File: config.mk
export PLATFORM = sky130hd
export DESIGN_NAME = ram_lsu
export DESIGN_NICKNAME = d
export VERILOG_FILES = /design/src/rtl/ram_lsu.sv
export SDC_FILE = /design/constraint.sdc
export NUM_CORES = 1
export LEC_CHECK = 0
export ABC_AREA = 1
export CORE_UTILIZATION = 47
export DETAILED_ROUTE_END_ITERATION = 6
export GPL_TIMING_DRIVEN = 0
export PLACE_DENSITY = 0.79
export SETUP_SLACK_MARGIN = 0.1
export SLEW_MARGIN = 10
export SYNTH_ARGS = -nofsm -noshare
export SYNTH_HDL_FRONTEND = slang
export SYNTH_SLANG_ARGS = --single-unit
File: constraint.sdc
create_clock -name CLK -period 2.8 [get_ports CLK]
set_input_delay 0.7 -clock CLK [delete_from_list [all_inputs] [get_ports CLK]]
set_output_delay 0.7 -clock CLK [all_outputs]
set_load 0.02 [all_outputs]
File: src/rtl/ram_lsu.sv
// Load/store unit between the core memory stage and a word-organised data RAM.
// Byte/halfword stores are done as read-modify-write; loads are extracted and extended.
module ram_lsu #(
   parameter int  TAM_POSICIONES = 1024,
   parameter int  TAM_PALABRA    = 32,
   localparam int AW             = $clog2(TAM_POSICIONES)
) (
   input  logic                   CLK,
   input  logic                   RSTa,
   input  logic                   REQ,
   input  logic                   WE_REQ,
   input  logic [2:0]             FUNCT3,
   input  logic [31:0]            ADDR_REQ,
   input  logic [31:0]            WDATA,
   output logic                   BUSY,
   output logic                   DONE,
   output logic                   ERR,
   output logic [31:0]            RDATA,
   output logic                   RAM_WR,
   output logic                   RAM_OE,
   output logic [AW-1:0]          RAM_ADDRESS,
   output logic [TAM_PALABRA-1:0] RAM_DATA_IN,
   input  logic [TAM_PALABRA-1:0] RAM_DATA_OUT
);

   localparam logic [2:0] F3_B  = 3'b000;
   localparam logic [2:0] F3_H  = 3'b001;
   localparam logic [2:0] F3_W  = 3'b010;
   localparam logic [2:0] F3_BU = 3'b100;
   localparam logic [2:0] F3_HU = 3'b101;

   typedef enum logic [1:0] {S_IDLE, S_READ, S_WRITE, S_RESP} state_t;

   state_t                   state_q;
   logic                     we_q;
   logic [2:0]               f3_q;
   logic [AW+1:0]            addr_q;
   logic [31:0]              wdata_q;
   logic [TAM_PALABRA-1:0]   word_q;
   logic [31:0]              rdata_q;
   logic                     busy_q;
   logic                     done_q;
   logic                     err_q;
   logic                     wr_q;
   logic                     oe_q;

   logic                     req_illegal;
   logic                     req_misaligned;
   logic                     req_bad;
   logic                     unused_addr_hi;

   function automatic logic [31:0] merge_store(input logic [31:0] old_w,
                                               input logic [31:0] wd,
                                               input logic [2:0]  f3,
                                               input logic [1:0]  lane);
      logic [31:0] w;
      w = old_w;
      case (f3[1:0])
         2'b00:   w[{lane, 3'b000} +: 8]     = wd[7:0];
         2'b01:   w[{lane[1], 4'b0000} +: 16] = wd[15:0];
         default: w = wd;
      endcase
      return w;
   endfunction

   function automatic logic [31:0] extract_load(input logic [31:0] w,
                                                input logic [2:0]  f3,
                                                input logic [1:0]  lane);
      logic signed [7:0]  b;
      logic signed [15:0] h;
      logic [31:0]        r;
      b = w[{lane, 3'b000} +: 8];
      h = w[{lane[1], 4'b0000} +: 16];
      case (f3)
         F3_B:    r = {{24{b[7]}}, b};
         F3_BU:   r = {24'd0, b};
         F3_H:    r = {{16{h[15]}}, h};
         F3_HU:   r = {16'd0, h};
         default: r = w;
      endcase
      return r;
   endfunction

   assign req_illegal    = (FUNCT3 == 3'b011) || (FUNCT3[2:1] == 2'b11) ||
                           (WE_REQ && (FUNCT3 == F3_BU || FUNCT3 == F3_HU));
   assign req_misaligned = ((FUNCT3 == F3_H || FUNCT3 == F3_HU) && ADDR_REQ[0]) ||
                           ((FUNCT3 == F3_W) && (ADDR_REQ[1:0] != 2'b00));
   assign req_bad        = req_illegal || req_misaligned;

   // Word index bits above the RAM depth are dropped, so addresses wrap.
   assign unused_addr_hi = ^ADDR_REQ[31:AW+2];

   always_ff @(posedge CLK or negedge RSTa) begin
      if (!RSTa) begin
         state_q <= S_IDLE;
         we_q    <= 1'b0;
         f3_q    <= 3'd0;
         addr_q  <= '0;
         wdata_q <= '0;
         word_q  <= '0;
         rdata_q <= '0;
         busy_q  <= 1'b0;
         done_q  <= 1'b0;
         err_q   <= 1'b0;
         wr_q    <= 1'b0;
         oe_q    <= 1'b0;
      end else begin
         done_q <= 1'b0;
         err_q  <= 1'b0;
         case (state_q)
            S_IDLE: begin
               if (REQ) begin
                  we_q    <= WE_REQ;
                  f3_q    <= FUNCT3;
                  addr_q  <= ADDR_REQ[AW+1:0];
                  wdata_q <= WDATA;
                  busy_q  <= 1'b1;
                  if (req_bad) begin
                     state_q <= S_RESP;
                     done_q  <= 1'b1;
                     err_q   <= 1'b1;
                  end else if (WE_REQ && FUNCT3 == F3_W) begin
                     state_q <= S_WRITE;
                     wr_q    <= 1'b1;
                  end else begin
                     state_q <= S_READ;
                     oe_q    <= 1'b1;
                  end
               end
            end
            S_READ: begin
               oe_q   <= 1'b0;
               word_q <= RAM_DATA_OUT;
               if (we_q) begin
                  state_q <= S_WRITE;
                  wr_q    <= 1'b1;
               end else begin
                  rdata_q <= extract_load(RAM_DATA_OUT, f3_q, addr_q[1:0]);
                  state_q <= S_RESP;
                  done_q  <= 1'b1;
               end
            end
            S_WRITE: begin
               wr_q    <= 1'b0;
               state_q <= S_RESP;
               done_q  <= 1'b1;
            end
            default: begin
               busy_q  <= 1'b0;
               state_q <= S_IDLE;
            end
         endcase
      end
   end

   assign BUSY        = busy_q;
   assign DONE        = done_q;
   assign ERR         = err_q;
   assign RDATA       = rdata_q;
   assign RAM_WR      = wr_q;
   assign RAM_OE      = oe_q;
   assign RAM_ADDRESS = addr_q[AW+1:2];
   // For SW the merge passes WDATA through; the captured word only matters for SB/SH.
   assign RAM_DATA_IN = merge_store(word_q, wdata_q, f3_q, addr_q[1:0]);

endmodule

==> run metrics <==
Syn Area/Cell 7.29 um^2; Max VDD drop 0.732 mV; Post-Synth Adder-Cell Area 1.77%; GRT Total Usage 31.4%; routed via count 7,083; RD Place Congestion 0.936; Post-Syn Area 6360 um^2; vias in the first global route 6,703; CP startpoint kind flip-flop; CTS buffer count 17; Place WS -0.724 ns; initial core utilization 48.1%; layout cells sized above 1 19.2%; drt first pass iters 6; CTS root buffer clkbuf_16; Area Growth Syn to Fin 49.7%; Crit path required time 2.10 ns; Max Cap Viol 0; static leakage 0.00457 uW; htree depth 4; Synth cell types 27; first-pass GRT wire length 34,000 um; num rows 42; post-synthesis mux area share 0%; Vias/cell 5.61; Placed Instance Area 8220 um^2; CTS max path bufs 2; Slew headroom 58.1%; Die Wd 118 um; Detailed Route Iter0 Violations 929; Synth area leader dfrtp_1; fmax 0.335 GHz; cell family with most CP delay buffers and inverters; Critical Path End Type primary output; Worst path max stage delay 0.38 ns; CP arrival 2.29 ns; Synth top area share 46.8%; clock latency on the worst-skew pair 0.42 ns; die height 118 um; Synth Area in Simple Gates 27.9%; worst slew pin tran 0.628 ns; Synth Register Bits 119; Post-Syn Instances 873; RSZ-0062 raised after global routing yes; crit-path max FO 4; sequential fraction of the synthesis area 46.8%; nets@finish 1,185; PnR worst setup slack -0.188 ns; Post-DP HPWL 14,800 um; Worst R2R Setup Slack 0.68 ns; IO buf count 161; Final ANT Viol Nets 0; CTS tree yes; largest family of logic cells by synthesized area simple AND/OR/NAND/NOR gates; initial antenna violation count 0; final-report setup violation count 31; commonest non-fill, non-tap cell in the layout nand2_1; post-route design area 9520 um^2; minimum clock period 2.99 ns; xor/xnor share of the synthesized area 0%; Congestion Overflow GR 0; final hold vios 0; worst hold path class in -> async; most frequent CP cell buf_6; R2R Path Start state_q[1]; clock skew 0.00793 ns; CP startpoint addr_q[1]; largest net degree at the start of global routing 66; slowest library cell on the worst path dfrtp_1; final hold slack 0.237 ns; Max Slew Vio Count 0; post-synth net total 985; drt total wl 22,000 um; outcome finished with violations; WS Path Type reg -> out; most frequent cells in the layout nand2_1, clkdlybuf4s50_1, dfrtp_1, o21ai_0, inv_1; synth top area cells dfrtp_1, nand2_1, o21ai_0; worst-path cell chain buf_6 > inv_8 > buf_8 > ha_4 > inv_4 > nor2_4 > nand3_4 > buf_4 > o22ai_2 > nand2_1 > nand2_2 > buf_6; Synth Area in Compound Gates 14.8%; DRC viols 0; Clock Sinks 119; core area 13,200 um^2; wire length per cell 17.4 um; power per cell area 1440 nW/um^2; CP bufs+invs 6; cts hold-fix bufs 0; Final period util 107%; die footprint 14,000 um^2; diode count 0; failing checks setup timing; Ports 182; Worst-path clk slew 0.05 ns; YS warnings 0
==> state kept, by name (all words and copies together), names as in the netlist, 2 cells and up <==
signal	flops
state_q	2
addr_q	12
wdata_q	32
RDATA	32
word_q	32
f3_q	3
==> synthesized netlist by cell type <==
cell      count
nand3_2       3
clkbuf_1     28
a21oi_2       1
a21oi_1      54
ha_1          9
nor2_1       34
nand3_1      42
nor2_4        1
buf_1         2
nand2_1     335
inv_1        77
clkinv_1      2
o21ai_2       2
buf_4        11
buf_6         1
dfrtp_1     119
o211ai_1      6
o22ai_1      20
o221ai_1      3
buf_2         9
o21ai_1       1
nand4_1       2
and2_1        1
nor2_2        2
inv_2         2
o21ai_0      89
or2_2        17
==> report_power, final <==
| group | leakage [uW] | switching [uW] | internal [uW] | total (uW) |
|---|---|---|---|---|
| Combinational | 0.00279 | 4820 | 3300 | 8120 |
| Sequential | 0.00145 | 582 | 2570 | 3160 |
| Clock | 0.000321 | 777 | 1640 | 2420 |
| Total | 0.00457 | 6180 | 7510 | 13700 |
==> worst paths after layout <==
path	endpoint	cells past startpoint
min	RDATA[5]	1
max in group asynchronous	addr_q[0]	2
max	RAM_DATA_IN[17]	12
min reg2reg	RAM_WR	2
max reg2reg	RDATA[21]	10
min in group CLK	RAM_WR	2
==> layout make-up <==
cell class                      count  area, um^2
Fill cell                         998        3720
Multi-Input combinational cell    622        3230
Sequential cell                   119        2980
Timing Repair Buffer              181        1820
Clock buffer                       23         478
Inverter                           81         325
Buffer                             51         294
Tap cell                          176         220
Clock inverter                      9         170
==> routing by layer <==
| layer | vias to the layer above | track usage (%) | wire [um] |
|---|---|---|---|
| met5 | - | 0 | 0 |
| met4 | 0 | 18.8 | 1280 |
| met3 | 120 | 7.00 | 2070 |
| li1 | 3193 | - | - |
| met1 | 3271 | 42.1 | 8840 |
| met2 | 499 | 46.3 | 9830 |
==> logic make-up (layout without fill, tap and decap cells) <==
kind of cell    count (synthesis)  count (layout)
compound gates                176             176
simple gates                  437             437
flops                         119             119
fa+ha+maj                       9               9
buf+inv                       132             345
==> timing repair <==
item / in CTS / in global routing
buffers inserted: 11 / 7
cloned: 1 / 0
endpoints found under the setup margin: 32 / 32
pin swaps: 14 / 26
resized for setup: 249 / 71
==> stage by stage <==
| stage | cells | util, % | TNS, ns | power (uW) |
|---|---|---|---|---|
| finish | 1262 | 71.9 | -2.58 | 13700 |
| global route | 1262 | 71.9 | -5.07 | 14400 |
| CTS | 1255 | 69.2 | -0.874 | 12700 |
| detailed placement | 1211 | 62.1 | -18.04 | 9750 |
| global placement | 1210 | 61.9 | -443.57 | 9620 |
| floorplan | 873 | - | 0 | 7050 |
Note: power is estimated with default switching activity, not from simulation.
